`src/rtl/dac_feed_pkg.sv`:
```
// rtl/dac_feed_pkg.sv - shared types and constants for the DAC sample feeder
//
// Purpose: sample width, default register addresses, minimum divider value,
//          the signed sample type and the divider clamp helper.
// Ports:   none (package).
package dac_feed_pkg;

  localparam int          SAMPLE_W         = 16;
  localparam logic [31:0] SAMPLE_ADDR_DEF  = 32'h0000_0000;
  localparam logic [31:0] DIV_ADDR_DEF     = 32'h0000_0004;
  localparam logic [31:0] DIV_MIN          = 32'd2;

  typedef logic signed [SAMPLE_W-1:0] sample_t;

  // A divider below 2 would leave the tick permanently asserted or never
  // reachable, so small writes are raised to the minimum.
  function automatic logic [31:0] clamp_div(input logic [31:0] v);
    return (v < DIV_MIN) ? DIV_MIN : v;
  endfunction

endpackage

```
`src/rtl/sync_fifo.sv`:
```
// rtl/sync_fifo.sv - single-clock FIFO with registered level and full/empty flags
//
// Purpose: sample storage for the feeder. Pop of an empty FIFO and push into a
//          full FIFO without a simultaneous pop are ignored.
// Ports:   clk_i, rst_i      clock, synchronous active-high reset
//          push_i, wdata_i   write request and data
//          pop_i, rdata_o    read request and head-of-queue data
//          level_o           occupancy 0..DEPTH
//          full_o, empty_o   status flags derived from the level register
module sync_fifo
  import dac_feed_pkg::*;
#(
  parameter int WIDTH = SAMPLE_W,
  parameter int DEPTH = 16
) (
  input  logic                     clk_i,
  input  logic                     rst_i,
  input  logic                     push_i,
  input  logic [WIDTH-1:0]         wdata_i,
  input  logic                     pop_i,
  output logic [WIDTH-1:0]         rdata_o,
  output logic [$clog2(DEPTH):0]   level_o,
  output logic                     full_o,
  output logic                     empty_o
);

  localparam int AW = $clog2(DEPTH);

  logic [WIDTH-1:0] mem_q [DEPTH];
  logic [AW-1:0]    wr_ptr_q, wr_ptr_d;
  logic [AW-1:0]    rd_ptr_q, rd_ptr_d;
  logic [AW:0]      level_q, level_d;
  logic             do_push, do_pop;

  assign full_o  = (level_q == (AW+1)'(DEPTH));
  assign empty_o = (level_q == '0);
  assign rdata_o = mem_q[rd_ptr_q];
  assign level_o = level_q;

  // A push into a full FIFO is accepted when a pop frees a slot the same cycle.
  assign do_pop  = pop_i && !empty_o;
  assign do_push = push_i && (!full_o || do_pop);

  always_comb begin
    wr_ptr_d = wr_ptr_q;
    rd_ptr_d = rd_ptr_q;
    level_d  = level_q;
    if (do_push) wr_ptr_d = wr_ptr_q + 1'b1;
    if (do_pop)  rd_ptr_d = rd_ptr_q + 1'b1;
    case ({do_push, do_pop})
      2'b10:   level_d = level_q + 1'b1;
      2'b01:   level_d = level_q - 1'b1;
      default: level_d = level_q;
    endcase
  end

  always_ff @(posedge clk_i) begin
    if (rst_i) begin
      wr_ptr_q <= '0;
      rd_ptr_q <= '0;
      level_q  <= '0;
    end else begin
      wr_ptr_q <= wr_ptr_d;
      rd_ptr_q <= rd_ptr_d;
      level_q  <= level_d;
    end
  end

  // Storage is not reset; contents behind the read pointer are never visible.
  always_ff @(posedge clk_i) begin
    if (do_push) mem_q[wr_ptr_q] <= wdata_i;
  end

endmodule

```
`src/rtl/dac_sample_feeder.sv`:
```
// rtl/dac_sample_feeder.sv - write-port sample FIFO with programmable drain tick
//
// Purpose: decodes completed AXI-Lite writes into sample pushes or divider
//          loads, and drains one sample per divider period toward the
//          modulator, counting underflows and overflows (saturating).
// Ports:   aclk, areset                  clock, synchronous active-high reset
//          wr_valid, wr_addr, wr_data    completed-write strobe and payload
//          sample_out, sample_valid      registered sample and its period pulse
//          fifo_level                    FIFO occupancy 0..DEPTH
//          underflow_cnt, overflow_cnt   saturating event counters
//          div_value                     active divider (cycles per sample)
module dac_sample_feeder
  import dac_feed_pkg::*;
#(
  parameter int          DEPTH       = 16,
  parameter logic [31:0] SAMPLE_ADDR = SAMPLE_ADDR_DEF,
  parameter logic [31:0] DIV_ADDR    = DIV_ADDR_DEF,
  parameter logic [31:0] DIV_RESET   = 32'd100
) (
  input  logic                   aclk,
  input  logic                   areset,
  input  logic                   wr_valid,
  input  logic [31:0]            wr_addr,
  input  logic [31:0]            wr_data,
  output logic [15:0]            sample_out,
  output logic                   sample_valid,
  output logic [$clog2(DEPTH):0] fifo_level,
  output logic [15:0]            underflow_cnt,
  output logic [15:0]            overflow_cnt,
  output logic [31:0]            div_value
);

  sample_t     sample_q, sample_d;
  logic        valid_q, valid_d;
  logic [15:0] und_q, und_d;
  logic [15:0] ovf_q, ovf_d;
  logic [31:0] div_q, div_d;
  logic [31:0] cnt_q, cnt_d;

  logic        tick, push, div_wr, pop;
  logic        fifo_full, fifo_empty;
  logic [SAMPLE_W-1:0] fifo_head;

  assign push   = wr_valid && (wr_addr == SAMPLE_ADDR);
  assign div_wr = wr_valid && (wr_addr == DIV_ADDR);
  assign tick   = (cnt_q == div_q - 32'd1);
  // No bypass: a push landing on a tick with an empty FIFO is stored, not sent.
  assign pop    = tick && !fifo_empty;

  sync_fifo #(
    .WIDTH (SAMPLE_W),
    .DEPTH (DEPTH)
  ) u_fifo (
    .clk_i   (aclk),
    .rst_i   (areset),
    .push_i  (push),
    .wdata_i (wr_data[SAMPLE_W-1:0]),
    .pop_i   (pop),
    .rdata_o (fifo_head),
    .level_o (fifo_level),
    .full_o  (fifo_full),
    .empty_o (fifo_empty)
  );

  always_comb begin
    sample_d = sample_q;
    valid_d  = tick;
    und_d    = und_q;
    ovf_d    = ovf_q;
    div_d    = div_q;
    cnt_d    = tick ? 32'd0 : cnt_q + 32'd1;

    if (pop) sample_d = sample_t'(fifo_head);
    if (tick && fifo_empty && (und_q != 16'hFFFF)) und_d = und_q + 16'd1;
    if (push && fifo_full && !pop && (ovf_q != 16'hFFFF)) ovf_d = ovf_q + 16'd1;

    // A divider load restarts the period; a coincident tick has already popped.
    if (div_wr) begin
      div_d = clamp_div(wr_data);
      cnt_d = 32'd0;
    end
  end

  always_ff @(posedge aclk) begin
    if (areset) begin
      sample_q <= '0;
      valid_q  <= 1'b0;
      und_q    <= '0;
      ovf_q    <= '0;
      div_q    <= DIV_RESET;
      cnt_q    <= '0;
    end else begin
      sample_q <= sample_d;
      valid_q  <= valid_d;
      und_q    <= und_d;
      ovf_q    <= ovf_d;
      div_q    <= div_d;
      cnt_q    <= cnt_d;
    end
  end

  assign sample_out    = sample_q;
  assign sample_valid  = valid_q;
  assign underflow_cnt = und_q;
  assign overflow_cnt  = ovf_q;
  assign div_value     = div_q;

endmodule

```
`config.mk`:
```
export PLATFORM = sky130hd
export DESIGN_NAME = dac_sample_feeder
export DESIGN_NICKNAME = d
export VERILOG_FILES = /design/src/rtl/dac_feed_pkg.sv /design/src/rtl/sync_fifo.sv /design/src/rtl/dac_sample_feeder.sv
export SDC_FILE = /design/constraint.sdc
export NUM_CORES = 1
export LEC_CHECK = 0
export ABC_AREA = 1
export CELL_PAD_IN_SITES_DETAIL_PLACEMENT = 0
export CELL_PAD_IN_SITES_GLOBAL_PLACEMENT = 1
export CORE_MARGIN = 2
export CORE_UTILIZATION = 48
export CTS_BUF_LIST = sky130_fd_sc_hd__clkbuf_8 sky130_fd_sc_hd__clkbuf_16
export CTS_CLUSTER_DIAMETER = 100
export DETAILED_ROUTE_END_ITERATION = 10
export GPL_ROUTABILITY_DRIVEN = 0
export PLACE_DENSITY_LB_ADDON = 0.1
export SETUP_SLACK_MARGIN = 0.2
export SYNTH_ARGS = -nofsm -noshare
export SYNTH_HDL_FRONTEND = slang
export SYNTH_SLANG_ARGS = --single-unit
```
`constraint.sdc`:
```
create_clock -name aclk -period 6.47 [get_ports aclk]
set_clock_uncertainty 0.15 [all_clocks]
set_input_delay 1.294 -clock aclk [delete_from_list [all_inputs] [get_ports aclk]]
set_output_delay 1.294 -clock aclk [all_outputs]
set_load 0.1 [all_outputs]
```
# == Word-level counts from Yosys, hierarchy flattened ==
# Memory sizes are Yosys's and may differ from the RTL's. A register that Yosys moved wholly into a read port is not among the register bits.
# Cells that the tools add are included.
# totals
register_bits,110
ram_bits,256
input_bits,67
out_inout_bits,86
elab_cells,47
mem_count,1
# mem_list
memory,words,word_bits,rd,rd_ports_with_merged_regs,wr,line,rtl
u_fifo.mem_q,16,16,1,1,1,sync_fifo.sv:29,logic [WIDTH-1:0] mem_q [DEPTH];
# classes
addsub,8
n_lt_le_gt_ge,1
eq_ne,7
muxes,4
n_reduce_logical,18
# op_table
op,n
"16-bit by 1-bit adder with 16-bit output, second input constant",2
"32-bit by 1-bit adder with 32-bit output, second input constant",1
"32-bit by 3-bit == test with 1-bit output, second input constant",1
32-bit == test,1
32-bit zero test,1
"32-bit by 2-bit less-than comparator with 1-bit output, second input constant",1
32-bit 2-to-1 mux,1
"16-bit != test, second input constant",2
"32-bit by 1-bit subtractor with 32-bit output, second input constant",1
1-bit logical AND,10
5-bit case mux with 2 select lines,1
"4-bit by 1-bit adder with 4-bit output, second input constant",2
"5-bit by 1-bit adder with 5-bit output, second input constant",1
"5-bit == test, second input constant",1
5-bit zero test,1
"5-bit by 1-bit subtractor with 5-bit output, second input constant",1
1-bit zero test,3
3-bit OR reduction,1
"2-bit by 1-bit == test with 1-bit output, second input constant",1
"2-bit == test, second input constant",1
1-bit 2-to-1 mux,2
2-bit nonzero test,1
1-bit logical OR,1

# == Logic depth before layout (Yosys ltp) ==
# Gate-level depths: netlist (run 1).
# logic_depth
ltp_word,8
ltp_mapped,25
depth_no_buf,25

# == Cells and area by module ==
# Synthesis (run 1) repeated with hierarchy kept, for this count alone.
# unflattened
hier_cells,2009
hier_area_um2,18671.7
# modules_own_cells
mod,instances,cells_per_inst,area_per_inst_um2,seq_area_each_um2
sync_fifo,1,939,11295.8,8027.7
dac_sample_feeder,1,1070,7375.8,2262.2

# == Least setup slack after synthesis (run 1) ==
# No wires, ideal clock.
# synth_timing
kind,reg2reg
startpoint,"reg div_q[0], in the netlist div_value[0]"
endpoint,mem u_fifo.mem_q[11][0] in the netlist's numbering (enable)
setup_ns,0.388
arrival_ns,3.616
required_ns,5.932
slack_ns,2.315
path_stages_with_launch,20
n_path_buf,0
synth_period_minus_slack_ns,4.155
path_cell_list,dfxtp_1 -> inv_1 -> ha_1 -> inv_1 -> nand2_1 -> nand3_1 -> nand3_1 -> nor2_1 -> nand2_1 -> nor2_1 -> nand2_1 -> nor2_1 -> nand2_1 -> nor2_4 -> nand2_2 -> nand3_1 -> nand2_1 -> inv_1 -> nand2_1 -> nor2_1
# synth_between
elab_chain_len,8
# synth_lines
element,line,rtl
"start, declared",dac_sample_feeder.sv:37,"logic [31:0] div_q, div_d;"
"start signal, assigned",dac_sample_feeder.sv:97,div_q <= div_d;
32-bit by 1-bit subtractor with 32-bit output,dac_sample_feeder.sv:46,assign tick = (cnt_q == div_q - 32'd1);
32-bit == test,dac_sample_feeder.sv:46,
1-bit logical AND,dac_sample_feeder.sv:48,assign pop = tick && !fifo_empty;
1-bit logical AND,sync_fifo.sv:41,assign do_pop = pop_i && !empty_o;
1-bit logical OR,sync_fifo.sv:42,assign do_push = push_i && (!full_o || do_pop);
1-bit logical AND,sync_fifo.sv:42,
1-bit 2-to-1 mux,sync_fifo.sv:71,if (do_push) mem_q[wr_ptr_q] <= wdata_i;
1-bit 2-to-1 mux (implied by the code),sync_fifo.sv:71,
"end, declared",sync_fifo.sv:29,
# No other way between the ends.

# == Worst setup path after layout (run 1) ==
# layout_timing
startpoint,in wr_addr[1]
endpoint,mem u_fifo.mem_q[3][7] in the netlist's numbering (enable)
# layout_between
elab_chain_len,5
# layout_lines
element,line,rtl
"start, declared",dac_sample_feeder.sv:23,"input logic [31:0] wr_addr,"
32-bit zero test,dac_sample_feeder.sv:44,assign push = wr_valid && (wr_addr == SAMPLE_ADDR);
1-bit logical AND,dac_sample_feeder.sv:44,
1-bit logical AND,sync_fifo.sv:42,
1-bit 2-to-1 mux,sync_fifo.sv:71,
1-bit 2-to-1 mux (implied by the code),sync_fifo.sv:71,
# No other way between the ends.

==> results of run 1 <==
## cells in the mapped netlist, types with 2 or more instances
cell | count | area (um^2)
nand2_1 | 351 | 1320
edfxtp_1 | 256 | 7690
nor2_1 | 232 | 871
inv_1 | 149 | 559
nand3_1 | 132 | 661
dfxtp_1 | 126 | 2520
o21ai_0 | 123 | 616
a21oi_1 | 82 | 410
clkbuf_1 | 58 | 218
nor3_1 | 42 | 210
nand4_1 | 41 | 257
nor4_1 | 28 | 175
xor2_1 | 24 | 210
o22ai_1 | 20 | 125
a221oi_1 | 18 | 158
xnor2_1 | 18 | 158
o211a_1 | 16 | 160
o221ai_1 | 13 | 114
nor2_4 | 12 | 135
ha_1 | 11 | 138
a32o_1 | 10 | 100
nand2_2 | 9 | 56.3
nor2_2 | 8 | 50.1
o21bai_1 | 7 | 52.6
buf_1 | 6 | 22.5
inv_2 | 6 | 22.5
nor3b_1 | 6 | 45.0
buf_2 | 5 | 25.0
a211oi_1 | 4 | 30.0
o211ai_1 | 4 | 30.0
o21ai_1 | 4 | 20.0
or2_2 | 4 | 25.0
nand3_2 | 3 | 30.0
nand3b_1 | 3 | 22.5
a31oi_1 | 2 | 12.5
and2_1 | 2 | 12.5
and3_1 | 2 | 12.5
nand2_4 | 2 | 22.5
nor3_2 | 2 | 20.0
o21a_1 | 2 | 15.0
or3_1 | 2 | 12.5
## cells by family after synthesis
family / synth area share
xor gates and xnor gates: 0.0211
and+or+nand+nor: 0.228
AOI/OAI and AO/OA: 0.107
DFF: 0.586
buffers and inverters: 0.0498
adders and majority gates: 0.00791
## power by group through the flow
stage | registers, W | clock network (W) | logic [W]
final | 0.00260 | 0.00223 | 0.000120
after global placement | 0.00266 | 0 | 0.000118
after detailed placement | 0.00266 | 0 | 0.000120
after global routing | 0.00260 | 0.00236 | 0.000129
after floorplan | 0.00266 | 0 | 0.0000238
after CTS | 0.00260 | 0.00228 | 0.000120
## layer usage
metal,vias up,track usage
li1,6791,-
met1,6817,0.339
met2,440,0.457
met3,111,0.0389
met4,0,0.128
met5,-,0
## state kept, by name (all words and copies together), names as in the netlist
name and count:
sample_out 16, u_fifo.rd_ptr_q 4, u_fifo.wr_ptr_q 4, overflow_cnt 16, u_fifo.level_o 5, div_value 32
u_fifo.mem_q 256, cnt_q 32, underflow_cnt 16, sample_valid 1
## worst register-to-register path: cells and delay by family, from the launching register on
| family | cells | cell delay, ns |
|---|---|---|
| simple gates | 17 | 2.62 |
| flops | 1 | 0.33 |
| fa+ha+maj | 1 | 0.32 |
| buf+inv | 2 | 0.30 |
## cell type report
class                           count  share of cell area
Multi-Input combinational cell   1243               0.304
Sequential cell                   382               0.490
Clock inverter                     33             0.00985
Tap cell                          461              0.0277
Timing Repair Buffer              193              0.0878
Clock buffer                       44              0.0518
Inverter                          157              0.0284
## per-stage QoR
step	instances	utilization
final	2513	0.584
after global routing	2513	0.584
after CTS	2513	0.584
after detailed placement	2436	0.548
after global placement	2436	0.548
after floorplan	1852	-
## final timing paths
check / startpoint / to / slack, ns / depth (start not counted)
min reg2reg: sample_out[15] / sample_out[15] / 0.32 / 2
max reg2reg: div_value[0] / u_fifo.mem_q[3][7] / 2.37 / 20
min: sample_out[15] / sample_out[15] / 0.32 / 2
max: wr_addr[1] / u_fifo.mem_q[3][7] / 2.29 / 10
## layout by cell type (no fill, tap or decap), types with 4 or more instances in the layout
master,netlist,layout
buf_4,0,41
o221ai_1,13,13
o21ai_0,123,123
dfxtp_1,126,125
xnor2_1,18,18
nor3b_1,6,6
o21bai_1,7,7
inv_2,6,6
nor4_1,28,28
nand3_1,132,132
nor2_2,8,10
nand2_2,9,9
edfxtp_1,256,256
a211oi_1,4,4
o211a_1,16,16
a32o_1,10,10
xor2_1,24,24
o22ai_1,20,20
o21ai_1,4,4
clkdlybuf4s50_1,0,152
clkbuf_16,0,42
ha_1,11,11
a221oi_1,18,18
clkinv_1,1,7
nor2_1,232,230
o211ai_1,4,4
or2_2,4,4
nand2_1,351,351
clkinv_2,1,9
a21oi_1,82,82
inv_1,149,161
nor2_4,12,12
nand4_1,41,41
nor3_1,42,42
==> impl_metrics.env, run 1 <==
export IMPL_status="complete, but fails checks"
export IMPL_violations="DRC"
export IMPL_period_share=0.646
export IMPL_pre_cts_slack_ns=1.70
export IMPL_numCtsBuffers=42
export IMPL_timing_fmax_ghz=0.239
export IMPL_ir_drop_v=0.000156
export IMPL_power_frac_comb=0.024
export IMPL_htreeDepth=2
export IMPL_post_drt_wl_per_cell_um=20.2
export IMPL_ios=153
export IMPL_final_nets=2097
export IMPL_crit_top_cell="nand2_1"
export IMPL_p_switching_w=0.00105
export IMPL_synth_edff_count=256
export IMPL_cap_violations=0
export IMPL_power_switching_share=0.212
export IMPL_slowest_delay_ns=0.75
export IMPL_drc=4
export IMPL_postCtsSetupBuffers=0
export IMPL_die_width_um=194
export IMPL_n_antenna_cell=0
export IMPL_vias=14159
export IMPL_clkPwrFrac=0.450
export IMPL_antenna_found_initial=0
export IMPL_internal_power_w=0.00390
export IMPL_initial_utilization=0.488
export IMPL_clock_root_buffer="clkbuf_16"
export IMPL_grt_max_degree=82
export IMPL_cp_top_family="simple AND/OR/NAND/NOR gates"
export IMPL_die_h_um=194
export IMPL_synth_net_count=1930
export IMPL_drtAntennaViolNets=0
export IMPL_wl_met1_mm=21.3
export IMPL_end_kind="flop"
export IMPL_place_detailed_hpwl_mm=35.0
export IMPL_holdBufCountCts=0
export IMPL_ctsResizeCount=0
export IMPL_max_clock_path_buffers=3
export IMPL_crit_path_cell_trace="clkdlybuf4s50_1 -> or2_2 -> nor4_1 -> nand2_1 -> or3_1 -> inv_1 -> nand2_1 -> inv_1 -> nand2_1 -> nor2_2"
export IMPL_synth_seq_cells=382
export IMPL_slew_violations=0
export IMPL_clk_latency_ns=0.56
export IMPL_met2_length_mm=24.6
export IMPL_fin_crit_ns=4.18
export IMPL_crit_type="in -> reg"
export IMPL_ys_flop_type="edfxtp_1"
export IMPL_cts_tree="yes"
export IMPL_grt_use_total=0.269
export IMPL_fillers=3145
export IMPL_final_area_mm2=0.0208
export IMPL_drtIter0Drc=952
export IMPL_path_buf_inv=3
export IMPL_io_buffers=152
export IMPL_hold_ws_ns=0.319
export IMPL_highest_layer="met4"
export IMPL_arrival_ns=4.21
export IMPL_total_power_w=0.00495
export IMPL_multi_input_area_mm2=0.00634
export IMPL_tightest_slew_ns=1.05
export IMPL_critPathRequiredTime_ns=6.50
export IMPL_drt_total_wl_mm=50.9
export IMPL_pwr_share_seq=0.525
export IMPL_placed_cell_area_mm2=0.0195
export IMPL_num_rows=69
export IMPL_fp_dieArea_mm2=0.0378
export IMPL_rsz0062_at_grt="no"
export IMPL_drive_above_1_share=0.0741
export IMPL_grt_pass1_wl_mm=78.4
export IMPL_coreArea_mm2=0.0357
export IMPL_power_density_mw_per_mm2=238
export IMPL_cts_sinks=382
export IMPL_syn_area_mm2=0.0174
export IMPL_met3_length_mm=2.78
export IMPL_slew_headroom=0.300
export IMPL_hold_class="reg -> reg"
export IMPL_power_leakage_nw=7.84
export IMPL_final_hold_viol_count=0
export IMPL_ys_warn_count=0
export IMPL_syn2layout_area_growth_pct=19.7
export IMPL_cpMaxStageDelayCell="nor2_2"
export IMPL_grt_pass1_vias=13676
export IMPL_seqCellArea_mm2=0.0102
export IMPL_syn_avg_cell_area_um2=9.40
export IMPL_fin_ws_ns=2.29
export IMPL_setup_violations=0
export IMPL_synth_cell_types=48
export IMPL_cp_max_fo=16
export IMPL_dr_pass1_iters=8
export IMPL_syn_inst=1852
export IMPL_crit_path_start_kind="input pin"
export IMPL_path_clk_slew_ns=0.06
export IMPL_vias_per_cell=5.63
export IMPL_gr_total_overflow=0
export IMPL_seq_area_frac_synth=0.586
export IMPL_fin_setup_tns_ns=0
export IMPL_synth_async_reset_ratio=0
(Power assumes the default switching activity.)
==> inputs of run 2 (changes only) <==
--- a/config.mk
+++ b/config.mk
@@ -9,7 +9,7 @@
 export CELL_PAD_IN_SITES_DETAIL_PLACEMENT = 0
 export CELL_PAD_IN_SITES_GLOBAL_PLACEMENT = 1
 export CORE_MARGIN = 2
-export CORE_UTILIZATION = 48
+export CORE_UTILIZATION = 45
 export CTS_BUF_LIST = sky130_fd_sc_hd__clkbuf_8 sky130_fd_sc_hd__clkbuf_16
 export CTS_CLUSTER_DIAMETER = 100
 export DETAILED_ROUTE_END_ITERATION = 10
==> constraint.sdc (replaced) <==
create_clock -name aclk -period 4.3 [get_ports aclk]
set_clock_uncertainty 0.15 [all_clocks]
set_input_delay 0.86 -clock aclk [delete_from_list [all_inputs] [get_ports aclk]]
set_output_delay 0.86 -clock aclk [all_outputs]
set_load 0.1 [all_outputs]
==> run 2 against run 1 <==
Against the previous run: the flow now finishes without violations; first-iteration DRC count grew 1.1%; global-route usage down 1.0 points; register-to-register slack got worse by 1.7 ns; power increased by 63%; die area up 6.5%; largest cell class unchanged; highest routed layer unchanged.
==> impl_metrics.env, run 2 (synthesized netlist as in run 1, its figures left out) <==
export IMPL_status="finished clean"
export IMPL_setup_violations=0
export IMPL_vias=14117
export IMPL_max_clock_path_buffers=3
export IMPL_fp_dieArea_mm2=0.0403
export IMPL_worstHoldEndpoint="sample_out[15]"
export IMPL_drc=0
export IMPL_holdBufCountCts=0
export IMPL_tightest_slew_ns=1.04
export IMPL_drive_above_1_share=0.0883
export IMPL_hp_start="sample_out[15]"
export IMPL_hold_class="reg -> reg"
export IMPL_crit_type="reg -> reg"
export IMPL_post_drt_wl_per_cell_um=20.0
export IMPL_syn2layout_area_growth_pct=22.8
export IMPL_grt_use_total=0.258
export IMPL_cts_sinks=382
export IMPL_fin_crit_ns=3.64
export IMPL_cp_max_fo=16
export IMPL_path_buf_inv=3
export IMPL_fin_setup_tns_ns=0
export IMPL_grt_max_degree=54
export IMPL_ios=153
export IMPL_power_leakage_nw=8.05
export IMPL_numCtsBuffers=42
export IMPL_ctsResizeCount=0
export IMPL_clock_root_buffer="clkbuf_16"
export IMPL_critPathRequiredTime_ns=4.40
export IMPL_grt_pass1_vias=13930
export IMPL_fillers=3486
export IMPL_cpMaxStageDelayCell="dfxtp_1"
export IMPL_crit_path_cell_trace="inv_1 -> ha_1 -> nand2_1 -> nor2_1 -> nand2_1 -> nand2_1 -> nand2_1 -> nand2_1 -> nand2_1 -> nor2_1 -> nand2_1 -> nor2_1 -> nand2_1 -> nor2_4 -> nand2_2 -> nand3_1 -> nand2_1 -> inv_1 -> nand2_1 -> nor2_1 -> buf_4"
export IMPL_crit_reg2reg_launch="div_value[0]"
export IMPL_cap_violations=0
export IMPL_final_util=0.557
export IMPL_period_share=0.846
export IMPL_seqCellArea_mm2=0.0102
export IMPL_final_nets=2117
export IMPL_die_h_um=201
export IMPL_min_path_cells=2
export IMPL_gr_total_overflow=0
export IMPL_final_hold_viol_count=0
export IMPL_multi_input_area_mm2=0.00634
export IMPL_timing_fmax_ghz=0.275
export IMPL_slowest_delay_ns=0.32
export IMPL_cp_top_family="simple AND/OR/NAND/NOR gates"
export IMPL_antenna_found_initial=0
export IMPL_arrival_ns=3.73
export IMPL_place_detailed_hpwl_mm=37.0
export IMPL_clk_latency_ns=0.57
export IMPL_initial_utilization=0.454
export IMPL_htreeDepth=2
export IMPL_total_power_w=0.00809
export IMPL_vias_per_cell=5.45
export IMPL_final_common_cell="nand2_1"
export IMPL_n_antenna_cell=0
export IMPL_postCtsSetupBuffers=0
export IMPL_end_kind="flop"
export IMPL_dr_pass1_iters=8
export IMPL_ir_drop_v=0.000243
export IMPL_slew_violations=0
export IMPL_crit_path_start_kind="flop"
export IMPL_die_width_um=201
export IMPL_crit_top_cell="nand2_1"
export IMPL_largest_reg_flops=256
export IMPL_regMostFlops="u_fifo.mem_q"
export IMPL_r2r_cells=21
export IMPL_rrSetupSlack_ns=0.66
export IMPL_drtAntennaViolNets=0
export IMPL_slew_headroom=0.303
export IMPL_r2r_end="u_fifo.mem_q[7][3]"
export IMPL_path_clk_slew_ns=0.06
export IMPL_cts_tree="yes"
export IMPL_final_cell_mix="351 x nand2_1, 256 x edfxtp_1, 228 x nor2_1, 154 x inv_1, 152 x clkdlybuf4s50_1"
export IMPL_num_rows=72
export IMPL_coreArea_mm2=0.0384
export IMPL_grt_pass1_wl_mm=79.9
export IMPL_drt_total_wl_mm=51.8
export IMPL_power_density_mw_per_mm2=379
export IMPL_drtIter0Drc=962
export IMPL_rsz0062_at_grt="no"
export IMPL_io_buffers=152
[run 2: changes by cell type in the layout (fill, tap and decap cells not counted), sizes merged]
| cell | previous run | this run |
|---|---|---|
| buf | 41 | 61 |
| clkbuf | 44 | 46 |
| inv | 169 | 163 |
| clkinv | 18 | 11 |
| bufinv | 1 | 10 |
| clkinvlp | 2 | 5 |
[run 2: metal layers]
layer  vias up  routed length, um  track usage  share of wire
li1       6843                  -            -              -
met2       403              25100        0.445           0.48
met1      6774              21900        0.324           0.42
met5         -                  0            0              0
met3        97               3000       0.0482          0.058
met4         0               1860       0.0963          0.036
[run 2: report_power, final]
group | internal [W] | total (W) | switching [W]
Sequential | 0.00391 | 0.00392 | 0.00000356
Clock | 0.00248 | 0.00398 | 0.00150
Combinational | 0.0000774 | 0.000194 | 0.000117
Total | 0.00647 | 0.00809 | 0.00162
[run 2: stage by stage]
stage / instance area [um^2] / setup WS (ns) / hold slack, ns / cells
after floorplan: 17400 / 0.145 / 0.303 / 1852
after global placement: 19800 / 0.332 / 0.299 / 2513
after detailed placement: 19800 / 0.353 / 0.306 / 2513
after CTS: 21400 / 0.679 / 0.321 / 2591
after global routing: 21400 / 0.320 / 0.339 / 2591
final: 21400 / 0.663 / 0.309 / 2591
[run 2: tightest hold or removal path: stages, from the launching register on]
cell     delay, ns
dfxtp_1       0.31
inv_1         0.05
a21oi_1       0.05
[run 2: area by class of cell]
type | instances | share of cell area
clock buffers | 46 | 0.0523
inverters | 157 | 0.0277
repair buffers | 213 | 0.0949
flip-flops and latches | 382 | 0.478
multi-input cells | 1243 | 0.297
well taps | 518 | 0.0303
clock inverters | 32 | 0.0202
[run 2: how the worst max path moves through the flow]
stage	startpoint	endpoint	slack, ns	cells after the start
after detailed placement	wr_data[11]	div_value[14]	0.35	9
final	div_value[0]	u_fifo.mem_q[7][3]	0.66	21
after CTS	div_value[0]	u_fifo.mem_q[7][6]	0.68	21
after floorplan	div_value[0]	u_fifo.mem_q[11][0]	0.15	19
after global placement	wr_data[6]	div_value[14]	0.33	9
after global routing	div_value[0]	u_fifo.mem_q[7][6]	0.32	21
==> inputs of run 3 (changes only) <==
--- a/config.mk
+++ b/config.mk
@@ -9,7 +9,7 @@
 export CELL_PAD_IN_SITES_DETAIL_PLACEMENT = 0
 export CELL_PAD_IN_SITES_GLOBAL_PLACEMENT = 1
 export CORE_MARGIN = 2
-export CORE_UTILIZATION = 45
+export CORE_UTILIZATION = 41
 export CTS_BUF_LIST = sky130_fd_sc_hd__clkbuf_8 sky130_fd_sc_hd__clkbuf_16
 export CTS_CLUSTER_DIAMETER = 100
 export DETAILED_ROUTE_END_ITERATION = 10
==> constraint.sdc (replaced) <==
create_clock -name aclk -period 2.96 [get_ports aclk]
set_clock_uncertainty 0.15 [all_clocks]
set_input_delay 0.592 -clock aclk [delete_from_list [all_inputs] [get_ports aclk]]
set_output_delay 0.592 -clock aclk [all_outputs]
set_load 0.1 [all_outputs]
==> run 3 against run 2 <==
Against the previous run: the run now ends with setup timing left; cell count rose by 8.7%; clock power rose by 30%; utilization rose by 1.4 points; sequential cell count did not move; global-route usage fell by 0.81 points; sequential share of layout area fell by 4.9 points; non-clock buffer count rose by 203; maximum frequency rose by 14%; die area rose by 9.6%; setup slack got worse by 0.88 ns; via count rose by 6.8%; critical endpoint is now u_fifo.level_o[2].
==> impl_metrics.env, run 3 (synthesized netlist as in run 1, its figures left out) <==
export IMPL_status="complete, but fails checks"
export IMPL_violations="setup timing"
export IMPL_grt_pass1_wl_mm=83.6
export IMPL_power_switching_share=0.216
export IMPL_regMostFlops="u_fifo.mem_q"
export IMPL_final_util=0.571
export IMPL_hold_ws_ns=0.333
export IMPL_max_clock_path_buffers=3
export IMPL_drc=0
export IMPL_vias=15081
export IMPL_rsz0062_at_grt="yes"
export IMPL_final_area_mm2=0.0239
export IMPL_grt_pass1_vias=14514
export IMPL_arrival_ns=3.47
export IMPL_place_detailed_hpwl_mm=39.9
export IMPL_htreeDepth=2
export IMPL_placed_cell_area_mm2=0.0214
export IMPL_seqCellArea_mm2=0.0103
export IMPL_ir_drop_v=0.000360
export IMPL_cts_sinks=382
export IMPL_coreArea_mm2=0.0419
export IMPL_final_common_cell="nand2_1"
export IMPL_drt_total_wl_mm=57.4
export IMPL_largest_reg_flops=256
export IMPL_tightest_slew_ns=0.725
export IMPL_power_density_mw_per_mm2=467
export IMPL_pre_cts_slack_ns=-0.592
export IMPL_die_h_um=210
export IMPL_critPathRequiredTime_ns=3.25
export IMPL_period_share=1.07
export IMPL_pwr_share_seq=0.508
export IMPL_drtIter0Drc=1028
export IMPL_slew_headroom=0.512
export IMPL_fin_crit_ns=3.18
export IMPL_io_buffers=152
export IMPL_internal_power_w=0.00877
export IMPL_p_switching_w=0.00241
export IMPL_final_hold_viol_count=0
export IMPL_power_frac_comb=0.030
export IMPL_critical_path_startpoint="div_value[0]"
export IMPL_crit_type="reg -> reg"
export IMPL_vias_per_cell=5.35
export IMPL_fillers=3739
export IMPL_multi_input_area_mm2=0.00719
export IMPL_crit_reg2reg_launch="div_value[0]"
export IMPL_post_drt_wl_per_cell_um=20.4
export IMPL_final_nets=2321
export IMPL_holdBufCountCts=0
export IMPL_crit_path_start_kind="flop"
export IMPL_cap_violations=0
export IMPL_syn2layout_area_growth_pct=37.5
export IMPL_gr_total_overflow=0
export IMPL_end_kind="flop"
export IMPL_fp_dieArea_mm2=0.0441
export IMPL_initial_utilization=0.415
export IMPL_final_cell_mix="323 x nand2_1, 289 x buf_4, 256 x edfxtp_1, 185 x nor2_1, 143 x inv_1"
export IMPL_die_width_um=210
export IMPL_num_rows=75
export IMPL_clock_root_buffer="clkbuf_16"
export IMPL_cp_max_fo=4
export IMPL_hp_start="div_value[31]"
export IMPL_ios=153
export IMPL_numCtsBuffers=43
export IMPL_dr_pass1_iters=5
export IMPL_clkPwrFrac=0.462
export IMPL_timing_fmax_ghz=0.314
export IMPL_drive_above_1_share=0.281
export IMPL_slew_violations=0
export IMPL_hold_class="reg -> reg"
export IMPL_fin_ws_ns=-0.221
export IMPL_rrSetupSlack_ns=-0.22
export IMPL_cts_tree="yes"
export IMPL_path_clk_slew_ns=0.06
export IMPL_power_leakage_nw=9.50
export IMPL_dpl_cell_count=2704
export IMPL_clk_latency_ns=0.58
export IMPL_grt_use_total=0.250
export IMPL_drtAntennaViolNets=0
export IMPL_setup_violations=284
export IMPL_antenna_found_initial=2
export IMPL_stdcell_count=2817
export IMPL_grt_max_degree=131
run 3: changes by cell type in the layout (fill, tap and decap cells not counted), moves of 17 or more:
cell	before	now
dfxtp_1	125	93
buf_6	0	27
dfxtp_2	0	29
nand2_1	351	323
nand3_1	132	108
nand3_2	3	20
nor2_1	228	185
buf_4	57	289
clkdlybuf4s50_1	152	66
nor2_4	12	42
buf_12	4	24
run 3: worst max-delay path, cell delays in order, from the launching register on:
cell and delay, ns:
dfxtp_4 0.35, inv_4 0.07, ha_4 0.20, nand2_8 0.09, nor2_4 0.16, buf_12 0.14
buf_6 0.09, buf_6 0.09, nand4_1 0.11, nand3_2 0.10, nand2_1 0.05, nor2_1 0.10
nand2_1 0.11, nor2_4 0.15, nand4_4 0.15, buf_4 0.16, buf_4 0.14, nor2_2 0.13
nor2_4 0.06, buf_4 0.14, xnor2_2 0.13, nand2_1 0.06, o211ai_1 0.08, inv_1 0.05
run 3: worst paths after layout:
check                            to  cells past startpoint
setup / recovery  u_fifo.level_o[2]                     23
hold / removal        div_value[31]                      1
setup reg to reg  u_fifo.level_o[2]                     23
hold reg to reg       div_value[31]                      1
run 3: power groups by stage:
stage	Combinational, W	Clock (W)	Sequential, W
finish	0.000336	0.00517	0.00569
global route	0.000355	0.00546	0.00568
CTS	0.000312	0.00527	0.00568
detailed placement	0.000311	0	0.00580
global placement	0.000309	0	0.00580
floorplan	0.0000523	0	0.00580
run 3: per-stage QoR:
step,total power [W],TNS (ns)
floorplan,0.00585,-19.74
global placement,0.00611,-121.62
detailed placement,0.00611,-129.91
CTS,0.0113,-46.84
global route,0.0115,-88.38
finish,0.0112,-21.95
run 3: final cells by class:
type | count | share of cell area
multi-input cells | 1243 | 0.300
diodes | 1 | 0.000105
well taps | 539 | 0.0282
inverters | 157 | 0.0262
repair buffers | 416 | 0.160
clock inverters | 35 | 0.0111
clock buffers | 44 | 0.0455
flip-flops and latches | 382 | 0.429
run 3: per-layer routing:
metal,vias up,part of all wire,GRT usage
met5,-,0.00023,0
met4,2,0.048,0.120
met3,116,0.060,0.0425
met2,489,0.47,0.406
met1,7224,0.42,0.327
li1,7250,-,-
run 3: repair_timing:
| action | 4_1_cts | 5_1_grt |
|---|---|---|
| gates cloned | 0 | 8 |
| resized for setup | 14 | 192 |
| setup endpoints to repair | 360 | 379 |
| buffers inserted | 2 | 23 |
| pin swaps | 12 | 38 |
